===== config.mk =====
export PLATFORM = sky130hd
export DESIGN_NAME = control_fsm
export DESIGN_NICKNAME = d
export VERILOG_FILES = /design/src/rtl/toast_pkg.sv /design/src/rtl/control_fsm.sv
export SDC_FILE = /design/constraint.sdc
export NUM_CORES = 1
export LEC_CHECK = 0
export ABC_AREA = 1
export ABC_CLOCK_PERIOD_IN_PS = 1800
export BUFFER_PORTS_ARGS = -buffer_cell sky130_fd_sc_hd__buf_2
export CAP_MARGIN = 0
export CORE_MARGIN = 2
export CORE_UTILIZATION = 40
export CTS_CLUSTER_SIZE = 28
export DETAILED_ROUTE_END_ITERATION = 16
export PLACE_DENSITY = 0.83
export SLEW_MARGIN = 20
export SYNTH_ARGS = -nofsm -noshare
export SYNTH_HDL_FRONTEND = slang
export SYNTH_SLANG_ARGS = --single-unit

===== constraint.sdc =====
create_clock -name clock -period 1.8 [get_ports clock]
set_clock_uncertainty 0.1 [all_clocks]
set_input_delay 0.54 -clock clock [delete_from_list [all_inputs] [get_ports clock]]
set_output_delay 0.54 -clock clock [all_outputs]
set_load 0.01 [all_outputs]

===== src/rtl/toast_pkg.sv =====
// toast_pkg: shared ToastCPU types (opcodes, jump conditions, sequencer states).
// Also holds the stack pointer reset value and the jump condition helper.
package toast_pkg;

    typedef enum logic [3:0] {
        OP_NOP   = 4'd0,
        OP_ALU   = 4'd1,
        OP_ALUI  = 4'd2,
        OP_LDI   = 4'd3,
        OP_LOAD  = 4'd4,
        OP_STORE = 4'd5,
        OP_JMP   = 4'd6,
        OP_HALT  = 4'd7,
        OP_CALL  = 4'd8
    } opcode_t;

    typedef enum logic [3:0] {
        JC_ALWAYS = 4'd0,
        JC_Z      = 4'd1,
        JC_NZ     = 4'd2,
        JC_N      = 4'd3,
        JC_NN     = 4'd4
    } jcond_t;

    typedef enum logic [3:0] {
        FETCH_ADDR = 4'd0,
        FETCH_WAIT = 4'd1,
        EXEC       = 4'd2,
        LOAD_ADDR  = 4'd3,
        LOAD_WAIT  = 4'd4,
        CALL_JUMP  = 4'd5,
        HALT       = 4'd6
    } cpu_state_t;

    localparam logic [15:0] SP_RESET = 16'h8000;

    // Undefined condition codes never jump, so JMP degrades to a NOP.
    function automatic logic jmp_taken(
        input logic [3:0] cond,
        input logic       z,
        input logic       n
    );
        logic t;
        t = 1'b0;
        case (cond)
            JC_ALWAYS: t = 1'b1;
            JC_Z:      t = z;
            JC_NZ:     t = ~z;
            JC_N:      t = n;
            JC_NN:     t = ~n;
            default:   t = 1'b0;
        endcase
        return t;
    endfunction

endpackage


===== src/rtl/control_fsm.sv =====
// control_fsm: multi-cycle instruction sequencer driving the ToastCPU datapath.
// Inputs: clock, reset (async, active-low), run, step, current_instruction,
// Z_in/N_in flags, mem_rvalid. Outputs: datapath strobes decoded from state
// and opcode, plus halted, illegal and state_poke for debug display.
module control_fsm
    import toast_pkg::*;
#(
    parameter bit START_RUNNING = 1'b1
) (
    input  logic        clock,
    input  logic        reset,
    input  logic        run,
    input  logic        step,
    input  logic [15:0] current_instruction,
    input  logic        Z_in,
    input  logic        N_in,
    input  logic        mem_rvalid,
    output logic        reg_write,
    output logic        mem_to_reg,
    output logic        fetch_instruction,
    output logic        alu_override_imm8,
    output logic        alu_override_imm4,
    output logic        alu_set_flags,
    output logic        set_pc,
    output logic        pc_from_register,
    output logic        mem_write,
    output logic        mem_write_is_stack,
    output logic        mem_write_next_pc,
    output logic        set_sp,
    output logic        increase_sp,
    output logic        halted,
    output logic        illegal,
    output logic [3:0]  state_poke
);

    cpu_state_t  state_q, state_d;
    logic        step_pending_q, step_pending_d;
    logic        halted_q, halted_d;
    logic        illegal_q, illegal_d;

    logic [3:0]  opcode;
    logic [3:0]  cond;
    logic        run_eff;
    logic        taken;
    logic        unused_fields;

    assign opcode = current_instruction[15:12];
    assign cond   = current_instruction[3:0];
    // Register fields are consumed by the datapath, not the sequencer.
    assign unused_fields = ^current_instruction[11:4];

    assign run_eff = reset ? run : START_RUNNING;
    assign taken   = jmp_taken(cond, Z_in, N_in);

    // Next state, step capture and sticky illegal flag.
    always_comb begin
        state_d        = state_q;
        step_pending_d = step_pending_q;
        illegal_d      = illegal_q;
        unique case (state_q)
            FETCH_ADDR: begin
                if (run_eff || step_pending_q) begin
                    state_d        = FETCH_WAIT;
                    step_pending_d = 1'b0;
                end
            end
            FETCH_WAIT: begin
                if (mem_rvalid) state_d = EXEC;
            end
            EXEC: begin
                case (opcode)
                    OP_NOP, OP_ALU, OP_ALUI, OP_LDI,
                    OP_STORE, OP_JMP: state_d = FETCH_ADDR;
                    OP_LOAD: state_d = LOAD_ADDR;
                    OP_CALL: state_d = CALL_JUMP;
                    OP_HALT: state_d = HALT;
                    default: begin
                        state_d   = HALT;
                        illegal_d = 1'b1;
                    end
                endcase
            end
            LOAD_ADDR: state_d = LOAD_WAIT;
            LOAD_WAIT: begin
                if (mem_rvalid) state_d = FETCH_ADDR;
            end
            CALL_JUMP: state_d = FETCH_ADDR;
            HALT:      state_d = HALT;
            default:   state_d = FETCH_ADDR;
        endcase
        // A pulse coinciding with consumption stays pending.
        if (step && (state_q != HALT)) step_pending_d = 1'b1;
    end

    assign halted_d = (state_d == HALT);

    always_ff @(posedge clock or negedge reset) begin
        if (!reset) begin
            state_q        <= FETCH_ADDR;
            step_pending_q <= 1'b0;
            halted_q       <= 1'b0;
            illegal_q      <= 1'b0;
        end else begin
            state_q        <= state_d;
            step_pending_q <= step_pending_d;
            halted_q       <= halted_d;
            illegal_q      <= illegal_d;
        end
    end

    // Datapath strobes decoded from the current state and latched opcode.
    always_comb begin
        reg_write          = 1'b0;
        mem_to_reg         = 1'b0;
        fetch_instruction  = 1'b0;
        alu_override_imm8  = 1'b0;
        alu_override_imm4  = 1'b0;
        alu_set_flags      = 1'b0;
        set_pc             = 1'b0;
        pc_from_register   = 1'b0;
        mem_write          = 1'b0;
        mem_write_is_stack = 1'b0;
        mem_write_next_pc  = 1'b0;
        set_sp             = 1'b0;
        increase_sp        = 1'b0;
        unique case (state_q)
            FETCH_ADDR, FETCH_WAIT: fetch_instruction = 1'b1;
            EXEC: begin
                case (opcode)
                    OP_NOP: set_pc = 1'b1;
                    OP_ALU: begin
                        reg_write     = 1'b1;
                        alu_set_flags = 1'b1;
                        set_pc        = 1'b1;
                    end
                    OP_ALUI: begin
                        reg_write         = 1'b1;
                        alu_set_flags     = 1'b1;
                        alu_override_imm4 = 1'b1;
                        set_pc            = 1'b1;
                    end
                    OP_LDI: begin
                        reg_write         = 1'b1;
                        alu_override_imm8 = 1'b1;
                        set_pc            = 1'b1;
                    end
                    OP_STORE: begin
                        mem_write = 1'b1;
                        set_pc    = 1'b1;
                    end
                    OP_JMP: begin
                        set_pc           = 1'b1;
                        pc_from_register = taken;
                    end
                    // Push PC+1 at SP, then SP decrements.
                    OP_CALL: begin
                        mem_write          = 1'b1;
                        mem_write_is_stack = 1'b1;
                        mem_write_next_pc  = 1'b1;
                        set_sp             = 1'b1;
                    end
                    default: ;
                endcase
            end
            LOAD_ADDR: mem_to_reg = 1'b1;
            LOAD_WAIT: begin
                mem_to_reg = 1'b1;
                reg_write  = mem_rvalid;
                set_pc     = mem_rvalid;
            end
            CALL_JUMP: begin
                set_pc           = 1'b1;
                pc_from_register = 1'b1;
            end
            HALT:    ;
            default: ;
        endcase
    end

    assign halted     = halted_q;
    assign illegal    = illegal_q;
    assign state_poke = state_q;

endmodule


---- After elaboration in Yosys (flattened, before gate mapping) ----
Index checks and enable logic that the tools add are counted.
word-level totals
  output and inout port bits .............. 19
  logic and storage cells ................. 71
  register bits ........................... 7
cells by class
  equality and inequality tests ........... 20
  reductions and logical operators ........ 16
  bitwise operators ....................... 3
  mux-type cells .......................... 28
operators by type and width
  cell                number
  $eq 4x3->1 const B  9
  $eq 4x2->1 const B  6
  $pmux 4 s6          1
  $mux 1              19
  $eq 4x1->1 const B  3
  $logic_not 4->1     3
  $mux 4              3
  $pmux 3 s3          1
  $reduce_or 9->1     1
  $reduce_or 2->1     4
  $reduce_or 6->1     1
  $pmux 1 s5          1
  $eq 4x4->1 const B  1
  $ne 4x3->1 const B  1
  $pmux 1 s2          2
  $reduce_and 2->1    2
  $reduce_bool 2->1   2
  $not 1->1           3
  $pmux 1 s3          1
  $reduce_or 3->1     1
  $logic_and 1x1->1   1
  $logic_or 1x1->1    1

---- Logic depth before layout (Yosys ltp) ----
  depth after elaboration ................. 5
  depth in mapped cells ................... 8
  gate-level depth less buffers ........... 8

---- Worst setup path after synthesis ----
Ideal clock, no wire load.
  path kind ............................... input -> output
  from .................................... in current_instruction[13]
  to ...................................... out mem_write_next_pc
  slack ................................... -47 ps
  stages on the path ...................... 4
  data required time ...................... 1160 ps
  data arrival time ....................... 1207 ps
  cells stage by stage .................... nor2_1 -> nand2_1 -> nor2_2 -> buf_4
between the ends
  longest elaborated chain between the ends .. 3
ends and longest elaborated chain
  item                  RTL line           RTL
  start, declared       control_fsm.sv:14  input logic [15:0] current_instruction,
  $eq 4x4->1            n/a
  $mux 1 (2 in series)  n/a
  end, declared         control_fsm.sv:28  output logic mem_write_next_pc,
Every way passes these cells.

---- Final worst setup path ----
  from .................................... reg state_q[0] (netlist: state_poke[0])
  to ...................................... out alu_set_flags
between the ends
  longest elaborated chain between the ends .. 2
ends and longest elaborated chain
  item                    RTL line            RTL
  start, declared         control_fsm.sv:36   cpu_state_t state_q, state_d;
  start signal, assigned  control_fsm.sv:104  state_q <= state_d;
  $eq 4x2->1              control_fsm.sv:126  unique case (state_q)
  $mux 1                  control_fsm.sv:126
  end, declared           control_fsm.sv:23   output logic alu_set_flags,
Every way passes these cells.

==> metrics.txt <==
GR peak layer met2; P_leak 0.6142 nW; Worst Path Required 1160 ps; VDD IR max 491.7 uV; GRT Residual Overflow 0; vias in the first global route 784; #FFs+latches synth 7; # diodes 0; Setup violations, final 12; CTS Hold Buffers Added 0; Synth area leaders dfrtp_1, nand2_1, nand3_1; fin util 0.7483; Min Clock Period, post-route 2091 ps; FF-to-FF setup slack 100 ps; Vias/cell 5.302; nets@finish 177; synth unique cells 22; clk_lat worst skew 250 ps; Seq/Total Area, Yosys 0.2851; Max clock buf depth 2; unrepaired setup endpoints after global routing yes; Final period util 1.161; GRT Total Usage 0.2386; Worst R2R Path Depth 10; CP endpoint kind primary output; met2 Track Usage GR 0.4000; Synth Cell Area 614.3 um^2; pin count of the biggest net entering global routing 9; Via Count 896; Avg WL per Cell 14.00 um; Area Overhead vs Synth 79.23%; outcome complete, but fails checks; HPWL after DPL 1405 um; Power Density 635.9 nW/um^2; post-route cell area 1101 um^2; Hold Path Class primary input to asynchronous set/reset pin; Initial Util 0.4175; Post-Syn Area per Cell 6.678 um^2; asr flop ratio synth 1.000; top cell type's share of synthesized area 0.2851; Die Width 43.19 um; Row Count 14; cells after synthesis 92; initial antenna violation count 0; Post-Route WL 2366 um; port bufs 32; placed cell area 910.9 um^2; Core Area 1471 um^2; WP data arrival 1450 ps; die area 1865 um^2; number of flops mapped to enable cells by yosys 0; TritonCTS Sinks 7; Fin Setup TNS -2206 ps; initial drt markers 38; Die Y 43.19 um; RR Startpoint state_poke[0]; YS warnings 0; drt first pass iters 4; final std cells w/o fill 169; gpl congestion 0.7857; Max Freq 478.3 MHz; post-synth top area cell dfrtp_1; Cell Count Post-Placement 155; failing checks setup timing; M3 GR Usage 0.04255; met1 global-route usage 0.2902; startpoint types flip-flop; critical path type flip-flop to primary output; Hold Vio Cnt, Final 0; CTS clk-pin slew, worst paths 60 ps; clk root buf clkbuf_4; Most used DFF post-synth dfrtp_1; setup slack after layout -290.6 ps; # fillers 101; cts bufs inserted 3; CTS tree built; Post-synth top cells nand2_1, inv_1, nand3_1, dfrtp_1, nor2_1; Crit Reg-Reg Endpoint halted; # DRC 0; MaxCap Viol Count 0; most frequent cell after synthesis nand2_1; Pins Over Slew Limit 0; worst-path maximum fanout 7; first-pass GRT wire length 3339 um; Boundary Pins 42; ratio of cells with drive above 1 in the final layout 0.6144; H-tree levels 1; ANT nets after route 0
-- registers in the layout (all words and copies together), names as in the netlist --
| register | flops |
|---|---|
| halted | 1 |
| step_pending_q | 1 |
| illegal | 1 |
| state_poke | 4 |
-- per-stage QoR --
| step | hold WS (ps) | power [mW] | worst slack (ps) |
|---|---|---|---|
| final | 15.53 | 0.7002 | -290.6 |
| after global placement | 277.9 | 0.4664 | -149.1 |
| after floorplan | 144.4 | 0.3433 | 37.60 |
| after detailed placement | 281.6 | 0.4748 | -139.6 |
| after CTS | 11.56 | 0.6638 | -210.1 |
| after global routing | 18.41 | 0.7437 | -363.5 |
-- area by class of cell --
cell class | count | area (um^2) | share of cell area
multi-input cells | 67 | 431.7 | 0.3920
repair buffers | 59 | 385.4 | 0.3500
flip-flops and latches | 7 | 177.7 | 0.1614
inverters | 16 | 60.06 | 0.05455
clock buffers | 4 | 26.28 | 0.02386
well taps | 16 | 20.02 | 0.01818
-- cell usage in the layout (no fill, tap or decap), types with 2 or more instances in the layout --
master and count:
a21oi_1 3, nand2_1 15, conb_1 2, inv_1 11
nand2_2 5, nor2_4 6, buf_6 4, nor2_1 4
inv_2 5, o21ai_0 4, nor2_2 5, dfrtp_1 5
clkbuf_4 3, nor4_1 2, nand3_1 7, buf_4 26
buf_2 29, nand4_1 2, dfrtp_2 2, nand3_2 4
-- worst max-delay path: stages (launching register included) --
cell and delay, ps:
dfrtp_2 450, nor2_4 140, nand2_4 100, inv_2 80
nand4_1 120, a21oi_1 150, buf_2 160
-- routing by layer --
metal | share of wire | up-vias
li1 | - | 416
met1 | 0.41 | 426
met2 | 0.52 | 43
met3 | 0.050 | 11
met4 | 0.026 | 0
met5 | 0 | -
-- logic make-up after synthesis --
group | synth area share
AOI/OAI and AO/OA | 0.1079
buffers and inverters | 0.1344
DFF | 0.2851
other | 0.006104
and+or+nand+nor | 0.4664
-- how the worst max path moves through the flow --
| stage | startpoint | end | slack, ps | depth (start not counted) |
|---|---|---|---|---|
| after floorplan | current_instruction[15] | mem_write | 40 | 3 |
| after global placement | current_instruction[15] | pc_from_register | -150 | 7 |
| after detailed placement | current_instruction[12] | pc_from_register | -140 | 7 |
| after CTS | state_poke[2] | alu_set_flags | -210 | 6 |
| after global routing | state_poke[0] | alu_set_flags | -360 | 6 |
| final | state_poke[0] | alu_set_flags | -290 | 6 |
-- timing repair --
item	in CTS	in global routing
pin swaps	3	3
setup endpoints to repair	12	12
buffers inserted	6	4
gates resized for setup	11	12
-- power by group --
group	total, mW	switching (mW)	internal (mW)
registers	0.218	0.0301	0.188
clock network	0.139	0.0550	0.0844
logic	0.343	0.181	0.162
No activity file was read; power rests on OpenSTA's default activity.
